`config.mk`:
```
export PLATFORM = sky130hd
export DESIGN_NAME = ia_compressor_flat
export DESIGN_NICKNAME = d
export VERILOG_FILES = /design/src/rtl/ia_compressor_pkg.sv /design/src/rtl/ia_compressor_if.sv /design/src/rtl/ia_compressor.sv /design/src/flat_wrapper.sv
export SDC_FILE = /design/constraint.sdc
export NUM_CORES = 1
export LEC_CHECK = 0
export ABC_AREA = 1
export ABC_CLOCK_PERIOD_IN_PS = 2600
export BUFFER_PORTS_ARGS = -buffer_cell sky130_fd_sc_hd__buf_2
export CAP_MARGIN = 20
export CORE_AREA = 4 4 264 266
export DETAILED_ROUTE_END_ITERATION = 8
export DIE_AREA = 0 0 268 270
export MAX_ROUTING_LAYER = met4
export PLACE_DENSITY_LB_ADDON = 0.25
export SLEW_MARGIN = 15
export SYNTH_ARGS = -nofsm -noshare
export SYNTH_HDL_FRONTEND = slang
export SYNTH_SLANG_ARGS = --single-unit
```
`constraint.sdc`:
```
create_clock -name i_clk -period 2.6 [get_ports i_clk]
set_input_delay 0.13 -clock i_clk [delete_from_list [all_inputs] [get_ports i_clk]]
set_output_delay 0.13 -clock i_clk [all_outputs]
set_load 0.01 [all_outputs]
```
`src/rtl/ia_compressor_pkg.sv`:
```
// ia_compressor_pkg: shared sizing constants and FSM state encoding for the compressor and PE
package ia_compressor_pkg;
  localparam int DEF_IA_CHANNEL = 32;
  localparam int DEF_IA_DATA_BITWIDTH = 8;
  localparam int DEF_IA_C_BITWIDTH = $clog2(DEF_IA_CHANNEL);
  localparam int DEF_IA_ROW = 32;
  localparam int DEF_IA_COL = 32;
  typedef enum logic [1:0] {S_IDLE, S_LOAD, S_RUN, S_RELEASE} ia_state_e;
endpackage

```
`src/rtl/ia_compressor_if.sv`:
```
// ia_compressor_if: dense activation stream in, packed sparse vector and PE handshake out
interface ia_compressor_if
  import ia_compressor_pkg::*;
#(
  parameter int IA_CHANNEL = DEF_IA_CHANNEL,
  parameter int IA_DATA_BITWIDTH = DEF_IA_DATA_BITWIDTH,
  parameter int IA_C_BITWIDTH = DEF_IA_C_BITWIDTH,
  parameter int IA_ROW = DEF_IA_ROW,
  parameter int IA_COL = DEF_IA_COL
);
  localparam int LW = $clog2(IA_CHANNEL) + 1;
  localparam int HW = $clog2(IA_ROW) + 1;
  localparam int WW = $clog2(IA_COL) + 1;
  logic i_valid;
  logic o_ready;
  logic [IA_DATA_BITWIDTH-1:0] i_data;
  logic [HW-1:0] i_h;
  logic [WW-1:0] i_w;
  logic [IA_CHANNEL-1:0][IA_DATA_BITWIDTH-1:0] o_ia_data;
  logic [IA_CHANNEL-1:0][IA_C_BITWIDTH-1:0] o_ia_c_idx;
  logic [LW-1:0] o_ia_len;
  logic [LW-1:0] o_ia_iters;
  logic [HW-1:0] o_ia_h;
  logic [WW-1:0] o_ia_w;
  logic o_pe_start;
  logic i_pe_finish;
  logic o_done;
  modport slave (
    input i_valid, i_data, i_h, i_w, i_pe_finish,
    output o_ready, o_ia_data, o_ia_c_idx, o_ia_len, o_ia_iters, o_ia_h, o_ia_w, o_pe_start, o_done
  );
  modport master (
    output i_valid, i_data, i_h, i_w, i_pe_finish,
    input o_ready, o_ia_data, o_ia_c_idx, o_ia_len, o_ia_iters, o_ia_h, o_ia_w, o_pe_start, o_done
  );
endinterface

```
`src/rtl/ia_compressor.sv`:
```
// ia_compressor: packs the nonzero channels of a dense activation vector and hands it to a PE
module ia_compressor
  import ia_compressor_pkg::*;
#(
  parameter int IA_CHANNEL = DEF_IA_CHANNEL,
  parameter int IA_DATA_BITWIDTH = DEF_IA_DATA_BITWIDTH,
  parameter int IA_C_BITWIDTH = DEF_IA_C_BITWIDTH,
  parameter int IA_ROW = DEF_IA_ROW,
  parameter int IA_COL = DEF_IA_COL
) (
  input logic i_clk,
  input logic i_rst_n,
  ia_compressor_if.slave bus
);
  localparam int LW = $clog2(IA_CHANNEL) + 1;
  localparam int HW = $clog2(IA_ROW) + 1;
  localparam int WW = $clog2(IA_COL) + 1;
  ia_state_e state_q, state_d;
  logic [LW-1:0] ch_q, ch_d, len_q, len_d, cur_ch;
  logic [IA_CHANNEL-1:0][IA_DATA_BITWIDTH-1:0] data_q, data_d;
  logic [IA_CHANNEL-1:0][IA_C_BITWIDTH-1:0] idx_q, idx_d;
  logic [HW-1:0] h_q, h_d;
  logic [WW-1:0] w_q, w_d;
  logic start_q, start_d, done_q, done_d;
  logic ready, accept, last, nz;
  assign ready = (state_q == S_IDLE) || (state_q == S_LOAD);
  assign accept = bus.i_valid && ready;
  assign nz = bus.i_data != '0;
  assign cur_ch = (state_q == S_IDLE) ? '0 : ch_q;
  assign last = cur_ch == LW'(IA_CHANNEL - 1);
  always_comb begin
    state_d = state_q;
    ch_d = ch_q;
    len_d = len_q;
    data_d = data_q;
    idx_d = idx_q;
    h_d = h_q;
    w_d = w_q;
    done_d = 1'b0;
    if (accept) begin
      if (state_q == S_IDLE) begin
        data_d = '0;
        idx_d = '0;
        len_d = '0;
        h_d = bus.i_h;
        w_d = bus.i_w;
      end
      if (nz && len_d < LW'(IA_CHANNEL)) begin
        for (int k = 0; k < IA_CHANNEL; k++) begin
          if (k == int'(len_d)) begin
            data_d[k] = bus.i_data;
            idx_d[k] = IA_C_BITWIDTH'(cur_ch);
          end
        end
        len_d = len_d + 1'b1;
      end
      ch_d = cur_ch + 1'b1;
      state_d = S_LOAD;
      if (last) begin
        ch_d = '0;
        state_d = (len_d != '0) ? S_RUN : S_IDLE;
        done_d = len_d == '0;
      end
    end else if (state_q == S_RUN && bus.i_pe_finish) begin
      state_d = S_RELEASE;
    end else if (state_q == S_RELEASE && !bus.i_pe_finish) begin
      state_d = S_IDLE;
      done_d = 1'b1;
    end
    start_d = state_d == S_RUN;
  end
  always_ff @(posedge i_clk) begin
    if (!i_rst_n) begin
      state_q <= S_IDLE;
      ch_q <= '0;
      len_q <= '0;
      data_q <= '0;
      idx_q <= '0;
      h_q <= '0;
      w_q <= '0;
      start_q <= 1'b0;
      done_q <= 1'b0;
    end else begin
      state_q <= state_d;
      ch_q <= ch_d;
      len_q <= len_d;
      data_q <= data_d;
      idx_q <= idx_d;
      h_q <= h_d;
      w_q <= w_d;
      start_q <= start_d;
      done_q <= done_d;
    end
  end
  assign bus.o_ready = ready;
  assign bus.o_ia_data = data_q;
  assign bus.o_ia_c_idx = idx_q;
  assign bus.o_ia_len = len_q;
  assign bus.o_ia_iters = '0;
  assign bus.o_ia_h = h_q;
  assign bus.o_ia_w = w_q;
  assign bus.o_pe_start = start_q;
  assign bus.o_done = done_q;
endmodule

```
`src/flat_wrapper.sv`:
```
// flat-port wrapper written by rule: the top's interface ports become plain ports
module ia_compressor_flat import ia_compressor_pkg::*;
#(
  parameter int IA_CHANNEL = DEF_IA_CHANNEL,
  parameter int IA_DATA_BITWIDTH = DEF_IA_DATA_BITWIDTH,
  parameter int IA_C_BITWIDTH = DEF_IA_C_BITWIDTH,
  parameter int IA_ROW = DEF_IA_ROW,
  parameter int IA_COL = DEF_IA_COL
)
  (i_clk, i_rst_n, bus_i_valid, bus_i_data, bus_i_h, bus_i_w, bus_i_pe_finish, bus_o_ready, bus_o_ia_data, bus_o_ia_c_idx, bus_o_ia_len, bus_o_ia_iters, bus_o_ia_h, bus_o_ia_w, bus_o_pe_start, bus_o_done);
  ia_compressor_if #(.IA_CHANNEL(IA_CHANNEL), .IA_DATA_BITWIDTH(IA_DATA_BITWIDTH), .IA_C_BITWIDTH(IA_C_BITWIDTH), .IA_ROW(IA_ROW), .IA_COL(IA_COL)) bus_i ();
  input logic i_clk;
  input logic i_rst_n;
  input wire logic [$bits(bus_i.i_valid)-1:0] bus_i_valid;
  input wire logic [$bits(bus_i.i_data)-1:0] bus_i_data;
  input wire logic [$bits(bus_i.i_h)-1:0] bus_i_h;
  input wire logic [$bits(bus_i.i_w)-1:0] bus_i_w;
  input wire logic [$bits(bus_i.i_pe_finish)-1:0] bus_i_pe_finish;
  output wire logic [$bits(bus_i.o_ready)-1:0] bus_o_ready;
  output wire logic [$bits(bus_i.o_ia_data)-1:0] bus_o_ia_data;
  output wire logic [$bits(bus_i.o_ia_c_idx)-1:0] bus_o_ia_c_idx;
  output wire logic [$bits(bus_i.o_ia_len)-1:0] bus_o_ia_len;
  output wire logic [$bits(bus_i.o_ia_iters)-1:0] bus_o_ia_iters;
  output wire logic [$bits(bus_i.o_ia_h)-1:0] bus_o_ia_h;
  output wire logic [$bits(bus_i.o_ia_w)-1:0] bus_o_ia_w;
  output wire logic [$bits(bus_i.o_pe_start)-1:0] bus_o_pe_start;
  output wire logic [$bits(bus_i.o_done)-1:0] bus_o_done;
  assign bus_i.i_valid = bus_i_valid;
  assign bus_i.i_data = bus_i_data;
  assign bus_i.i_h = bus_i_h;
  assign bus_i.i_w = bus_i_w;
  assign bus_i.i_pe_finish = bus_i_pe_finish;
  assign bus_o_ready = bus_i.o_ready;
  assign bus_o_ia_data = bus_i.o_ia_data;
  assign bus_o_ia_c_idx = bus_i.o_ia_c_idx;
  assign bus_o_ia_len = bus_i.o_ia_len;
  assign bus_o_ia_iters = bus_i.o_ia_iters;
  assign bus_o_ia_h = bus_i.o_ia_h;
  assign bus_o_ia_w = bus_i.o_ia_w;
  assign bus_o_pe_start = bus_i.o_pe_start;
  assign bus_o_done = bus_i.o_done;
  ia_compressor #(.IA_CHANNEL(IA_CHANNEL), .IA_DATA_BITWIDTH(IA_DATA_BITWIDTH), .IA_C_BITWIDTH(IA_C_BITWIDTH), .IA_ROW(IA_ROW), .IA_COL(IA_COL)) u_core (.i_clk(i_clk), .i_rst_n(i_rst_n), .bus(bus_i));
endmodule
```
==> results of run 1 <==
[worst max-delay path, cell delays in order, from the launching register on]
cell and delay, ns:
dfxtp_1 0.45, inv_2 0.15, nand2_4 0.18, nand2_1 0.11
inv_1 0.12, nor2_1 0.08, nand2_1 0.29, nor2_2 0.12
o21ai_2 0.60, nand2_1 0.10, a21oi_1 0.17
[synthesized netlist by cell type, drive strengths merged]
| master | instances |
|---|---|
| a211oi | 1 |
| o22ai | 1 |
| clkbuf | 88 |
| nor3 | 19 |
| conb | 1 |
| dfxtp | 444 |
| nand3 | 345 |
| o21ai | 25 |
| nor2 | 89 |
| nand2 | 580 |
| nand4 | 29 |
| a21oi | 425 |
| a31oi | 1 |
| xnor2 | 1 |
| a22oi | 1 |
| inv | 82 |
| ha | 5 |
| o211ai | 3 |
| buf | 126 |
| nor4 | 1 |
[registers in the layout, summed over array words and instances (netlist names), 2 cells and up]
name	cells
u_core.bus.o_ia_c_idx	160
u_core.ch_q	6
u_core.bus.o_ia_data	256
u_core.bus.o_ia_h	6
u_core.state_q	2
u_core.bus.o_ia_w	6
u_core.bus.o_ia_len	6
[path summary, 6_finish.rpt]
path,start,to,slack (ns),depth (start not counted)
min,bus_i_valid,u_core.bus.o_ia_len[4],0.11,4
min reg2reg,u_core.bus.o_ia_data[5],u_core.bus.o_ia_data[5],0.46,2
max,u_core.state_q[1],u_core.bus.o_ia_c_idx[97],0.13,10
max reg2reg,u_core.state_q[1],u_core.bus.o_ia_c_idx[97],0.13,10
[final cells by class]
cell class                 instances  area [sq um]
antenna                            1          2.50
clock buffer                      68          1430
clock inverter                    21           243
fill                            7087         44300
inverter                          82           330
multi-input combinational       1532          7240
sequential                       444          8890
tap                              873          1090
timing repair buffer             575          3500
timing repair inverter             1          7.51
[layer usage]
metal | GRT usage | vias up
met5 | - | -
met4 | 0.0568 | 0
met3 | 0.0539 | 114
met2 | 0.313 | 684
met1 | 0.253 | 8357
li1 | - | 8342
[repair_timing]
item,CTS,global route
setup endpoints to repair,1,219
cloned,0,1
hold endpoints to repair,32,0
resized for setup,1,16
hold buffers,34,0
[logic make-up after synthesis]
logic type               count (synthesis)  share of synthesized area
flip-flops                             444                      0.513
XOR/XNOR                                 1                   0.000505
other                                    1                   0.000216
adder cells (fa/ha/maj)                  5                    0.00361
AND/OR/NAND/NOR                       1063                      0.271
buffers and inverters                  296                     0.0788
AO/OA/AOI/OAI                          457                      0.133
[power breakdown]
| part | internal, mW | switching, mW |
|---|---|---|
| Combinational | 0.218 | 0.676 |
| Sequential | 6.84 | 0.0251 |
| Clock | 4.27 | 3.00 |
| Total | 11.3 | 3.71 |
==> results.toml, run 1 <==
[run_status]
status = "finished, final reports clean"

[synthesis]
synth_warnings = 0
ys_seq_area_frac = 0.513
yosysTopAreaCellShare = 0.513
yosys.area.top_type = "dfxtp_1"
synth_area_leaders = "dfxtp_1 (51%), nand2_1 (12%), a21oi_1 (12%)"
ys_seq_elements = 444
yosysUniqueCellTypes = 33
postSynthAreaPerCell_sq_um = 7.65
syn-cell-area_sq_mm = 0.0173
syn-instance-count = 2267

[critical_path]
worstSetupStartpointType = "flop"
end_kind = "flop"
cp.arrival_ns = 2.97
cp.required_ns = 3.10
path_max_fanout = 13
critical_path_class = "flop to flop"

[finish]
final_common_cell = "nand2_1"
drive_above_1_share = 0.257
fin_nets = 2716
stdcell_area_sq_mm = 0.0227
mostFrequentLayoutCells = "nand2_1 (576), buf_2 (460), dfxtp_1 (444), a21oi_1 (425), nand3_1 (338)"
fin_cells = 3597
area_delta_synth_final_pct = 31.1
fin_util = 0.339

[power_and_ir_drop]
leakage_nw = 9.32
peakVddDrop_mv = 0.553
power_mw = 15.0
power.density_mw_per_mm2 = 661

[floorplanning]
die_w_um = 268
die-area_sq_mm = 0.0724
top_level_ports = 467
coreArea_sq_mm = 0.0670
rows = 95
die_h_um = 270
start_util = 0.259

[timing]
fin_skew_ns = 0.0124
fin_ws_ns = 0.128
min_period_ns = 2.47
finalCritPeriodShare = 0.951
drv_slew = 0
whs_ns = 0.114
fin_tns_setup_ns = 0
fmax_ghz = 0.405
finalHoldViolations = 0
rsz0062_at_grt = "true"
finalSetupViolations = 0
worstMarginPinSlew_ns = 0.749
relSlewSlack = 0.501

[placement]
dp_hpwl_um = 49600
place.gp.congestion = 0.865
port_buffers = 460
place_inst = 3472
placed_area_sq_mm = 0.0206
pre_cts_ws_ns = -0.0629

[clock_network]
path_clk_slew_ns = 0.06
h-tree-depth = 2
cts_buffers = 51
clock_path_buffers = 3
cts.root.buffer_cell = "clkbuf_16"
cts_tree = "yes"
cts_setup_buffers = 0
clk_latency_ns = 0.59
numClockSinks = 444

[global_routing]
antenna_found_initial = 1
grt_pass1_vias = 16657
grt_start_max_net_pins = 103
grt.overflow.total = 0
grt_pass1_wl_um = 108000
track_usage = 0.199

[run]
maxCapViolCount = 0

[detailed_routing]
highest_layer = "met4"
drt_iter0_drc = 1475
via_count = 17497
wire_per_inst_um = 20.4
drt-vias-per-instance = 4.86
dr.pass1.iters = 6
drc = 0
antenna_left = 0
met1_length_um = 31200
met3_length_um = 6000
wl_met2_um = 34000
wl_um = 73300

[hold_path]
hp-class = "input port to flop"
Note: power is estimated with default switching activity, not from simulation.
==> run 2, diff against run 1 <==
--- a/config.mk
+++ b/config.mk
@@ -9,9 +9,9 @@
 export ABC_CLOCK_PERIOD_IN_PS = 2600
 export BUFFER_PORTS_ARGS = -buffer_cell sky130_fd_sc_hd__buf_2
 export CAP_MARGIN = 20
-export CORE_AREA = 4 4 264 266
+export CORE_AREA = 4 4 236 296
 export DETAILED_ROUTE_END_ITERATION = 8
-export DIE_AREA = 0 0 268 270
+export DIE_AREA = 0 0 240 300
 export MAX_ROUTING_LAYER = met4
 export PLACE_DENSITY_LB_ADDON = 0.25
 export SLEW_MARGIN = 15
==> results.toml, run 2 (synthesis results as in run 1) <==
[clock_network]
clock_path_buffers = 3
cts_buffers = 49
clk_latency_ns = 0.59
numClockSinks = 444
cts_setup_buffers = 0
path_clk_slew_ns = 0.06
cts_tree = "yes"
h-tree-depth = 2
cts.root.buffer_cell = "clkbuf_16"

[detailed_routing]
drt_iter0_drc = 1302
drt-vias-per-instance = 4.86
wire_per_inst_um = 20.6
dr.pass1.iters = 6
antenna_left = 0
via_count = 17376
drc = 0
wl_um = 73500

[run]
maxCapViolCount = 0

[power_and_ir_drop]
power.density_mw_per_mm2 = 657
leakage_nw = 9.23
power_mw = 14.8
peakVddDrop_mv = 0.397

[timing]
fin_skew_ns = 0.0240
relSlewSlack = 0.459
finalHoldViolations = 0
worstMarginPinSlew_ns = 0.811
finalCritPeriodShare = 0.910
drv_slew = 0
fmax_ghz = 0.423
rsz0062_at_grt = "false"
finalSetupViolations = 0
min_period_ns = 2.37

[placement]
place_inst = 3465
placed_area_sq_mm = 0.0206
dp_hpwl_um = 49900
port_buffers = 460
place.gp.congestion = 0.888

[finish]
antenna_cells = 0
drive_above_1_share = 0.257
fin_util = 0.336
stdcell_area_sq_mm = 0.0225
final_common_cell = "nand2_1"
fin_cells = 3573
fin_nets = 2703
mostFrequentLayoutCells = "nand2_1 (576), buf_2 (460), dfxtp_1 (444), a21oi_1 (425), nand3_1 (341)"
area_delta_synth_final_pct = 29.5
largest_reg_flops = 256

[floorplanning]
start_util = 0.259
rows = 106
die_h_um = 300
die-area_sq_mm = 0.0720
die_w_um = 240
coreArea_sq_mm = 0.0668
top_level_ports = 467

[global_routing]
met2_usage = 0.333
grt_pass1_vias = 16600
grt_start_max_net_pins = 113
track_usage = 0.199
grt_pass1_wl_um = 107000
antenna_found_initial = 0
grt.overflow.total = 0
use_met3 = 0.0493
grt-busiest-layer = "met2"
grt_util_met1 = 0.232

[run_status]
status = "finished, final reports clean"

[critical_path]
worstSetupStartpointType = "flop"
path_max_fanout = 92
cp.arrival_ns = 2.87
end_kind = "flop"
critical_path_class = "flop to flop"
cp.required_ns = 3.11

[hold_path]
hp-class = "input port to flop"
[run 2: where the power goes]
part           total (mW)  switching, mW  internal (mW)
Combinational       0.875          0.670          0.204
Clock                7.03           3.01           4.02
Sequential           6.86         0.0235           6.84
Total                14.8           3.70           11.1
[run 2: worst max-delay path, stage by stage, from the launching register on]
cell and delay [ns]:
dfxtp_1 0.45, inv_2 0.13, nand2_2 0.19, nor2_1 0.11
bufinv_8 0.61, nand2_1 0.12, inv_1 0.39, nand2_1 0.11
a21oi_1 0.15
[run 2: what timing repair did]
action                     CTS  global route
hold endpoints to repair    35             0
setup endpoints to repair    1           249
hold buffers                22             0
gates resized for setup      1            10
[run 2: layout make-up]
| class | instances | area [sq um] |
|---|---|---|
| Fill cell | 7125 | 44400 |
| Sequential cell | 444 | 8890 |
| Multi-Input combinational cell | 1532 | 7220 |
| Timing Repair Buffer | 565 | 3350 |
| Clock buffer | 68 | 1420 |
| Tap cell | 864 | 1080 |
| Inverter | 82 | 332 |
| Clock inverter | 18 | 183 |
[run 2: worst paths after layout]
check                              from                          to  slack (ns)  depth (start not counted)
min                         bus_i_valid   u_core.bus.o_ia_c_idx[60]        0.14                          5
max reg2reg           u_core.state_q[1]   u_core.bus.o_ia_data[120]        0.23                          8
max                   u_core.state_q[1]   u_core.bus.o_ia_data[120]        0.23                          8
min reg2reg  u_core.bus.o_ia_c_idx[150]  u_core.bus.o_ia_c_idx[150]        0.46                          2
[run 2: per-stage QoR]
step                setup TNS (ns)  hold WS, ns  setup WS, ns
floorplan                        0        0.265         0.513
global placement                 0        0.353       0.00378
detailed placement         -0.0545        0.361       -0.0545
CTS                              0       0.0986        0.0124
global route                     0        0.134        0.0111
finish                           0        0.139         0.235
[run 2: per-layer routing]
layer / vias up / part of all wire
li1: 8317 / -
met2: 586 / 0.49
met3: 149 / 0.069
met5: - / 0
met1: 8324 / 0.40
met4: 0 / 0.039
==> run 3, diff against run 2 <==
--- a/config.mk
+++ b/config.mk
@@ -12,7 +12,6 @@
 export CORE_AREA = 4 4 236 296
 export DETAILED_ROUTE_END_ITERATION = 8
 export DIE_AREA = 0 0 240 300
-export MAX_ROUTING_LAYER = met4
 export PLACE_DENSITY_LB_ADDON = 0.25
 export SLEW_MARGIN = 15
 export SYNTH_ARGS = -nofsm -noshare
==> results.toml, run 3 (synthesis results as in run 1) <==
[floorplanning]
coreArea_sq_mm = 0.0668
top_level_ports = 467
die-area_sq_mm = 0.0720
die_w_um = 240
rows = 106
start_util = 0.259
die_h_um = 300

[timing]
worstMarginPinSlew_ns = 0.810
fmax_ghz = 0.423
min_period_ns = 2.36
relSlewSlack = 0.460
finalCritPeriodShare = 0.909
finalHoldViolations = 0
finalSetupViolations = 0
rsz0062_at_grt = "false"
fin_skew_ns = 0.0231
drv_slew = 0
whs_ns = 0.144

[placement]
port_buffers = 460
dp_hpwl_um = 49900
place.gp.congestion = 0.873
placed_area_sq_mm = 0.0206

[critical_path]
r2r-start = "u_core.state_q[1]"
r2r_end = "u_core.bus.o_ia_data[216]"
worstSetupStartpointType = "flop"
critical_path_class = "flop to flop"
end_kind = "flop"
reg2reg_slack_ns = 0.24
cp.required_ns = 3.07
reg2regPathDepth = 9
path_max_fanout = 13
cp.arrival_ns = 2.84

[hold_path]
hp-class = "input port to flop"
min_path_cells = 5
holdPathEnd = "u_core.bus.o_ia_c_idx[60]"
min_from = "bus_i_valid"

[clock_network]
clock_path_buffers = 3
cts.root.buffer_cell = "clkbuf_16"
cts_tree = "yes"
numClockSinks = 444
path_clk_slew_ns = 0.06
cts_buffers = 49
cts_setup_buffers = 0
clk_latency_ns = 0.59
h-tree-depth = 2

[run]
maxCapViolCount = 0

[global_routing]
antenna_found_initial = 0
grt_pass1_wl_um = 107000
grt.overflow.total = 0
grt_start_max_net_pins = 113
grt_pass1_vias = 16576
track_usage = 0.193

[detailed_routing]
drt-vias-per-instance = 4.86
via_count = 17370
wl_um = 73600
dr.pass1.iters = 7
wire_per_inst_um = 20.6
drt_iter0_drc = 1257
antenna_left = 0
drc = 0

[finish]
area_delta_synth_final_pct = 29.5
fin_nets = 2703
final_common_cell = "nand2_1"
stdcell_area_sq_mm = 0.0225
antenna_cells = 0
largest_reg_flops = 256
drive_above_1_share = 0.256
mostFrequentLayoutCells = "nand2_1 (576), buf_2 (460), dfxtp_1 (444), a21oi_1 (425), nand3_1 (342)"
fin_util = 0.336

[power_and_ir_drop]
power.density_mw_per_mm2 = 657
leakage_nw = 9.23
peakVddDrop_mv = 0.395

[run_status]
status = "finished, final reports clean"
run 3: worst max-delay path by stage:
stage                            from                         end  cells after the start
floorplan           u_core.state_q[1]       u_core.bus.o_pe_start                     15
global placement    u_core.state_q[1]  u_core.bus.o_ia_c_idx[159]                      9
detailed placement  u_core.state_q[1]  u_core.bus.o_ia_c_idx[159]                      9
CTS                 u_core.state_q[1]       u_core.bus.o_pe_start                     14
global route        u_core.state_q[1]  u_core.bus.o_ia_c_idx[120]                      9
finish              u_core.state_q[1]   u_core.bus.o_ia_data[216]                      9
run 3: critical path, cell delays in order (launching register included):
cell and delay (ns):
dfxtp_1 0.45, inv_2 0.12, nand2_4 0.18, nand2_1 0.12, nor2_1 0.22, nand2_1 0.29
inv_1 0.17, nand3_1 0.40, nand3_1 0.21, a21oi_1 0.08
run 3: per-stage QoR:
stage / instances / setup WS, ns / TNS [ns] / total power, mW
after floorplan: 2272 / 0.513 / 0 / 7.51
after global placement: 3465 / 0.00378 / 0 / 7.85
after detailed placement: 3465 / -0.0545 / -0.0545 / 7.86
after CTS: 3573 / 0.0124 / 0 / 15.0
after global routing: 3573 / 0.00446 / 0 / 15.3
final: 3573 / 0.237 / 0 / 14.7
run 3: power breakdown:
part	internal (mW)	total [mW]	switching, mW
logic	0.204	0.873	0.669
clock network	4.02	7.01	3.00
registers	6.84	6.86	0.0235
total	11.1	14.7	3.69
run 3: area by class of cell:
type                            instances  area, sq um
Tap cell                              864         1080
Inverter                               82          332
Multi-Input combinational cell       1532         7210
Sequential cell                       444         8890
Clock inverter                         18          183
Clock buffer                           68         1420
Fill cell                            7125        44400
Timing Repair Buffer                  565         3350
run 3: timing repair:
item,CTS,global route
hold endpoints to repair,35,0
setup endpoints to repair,1,250
gates resized for setup,1,9
hold buffers,22,0
run 3: layer usage:
metal | part of all wire | vias up | track usage
met5 | 0 | - | 0
met3 | 0.071 | 143 | 0.0473
met2 | 0.49 | 632 | 0.333
met4 | 0.040 | 0 | 0.0696
li1 | - | 8310 | -
met1 | 0.40 | 8285 | 0.233
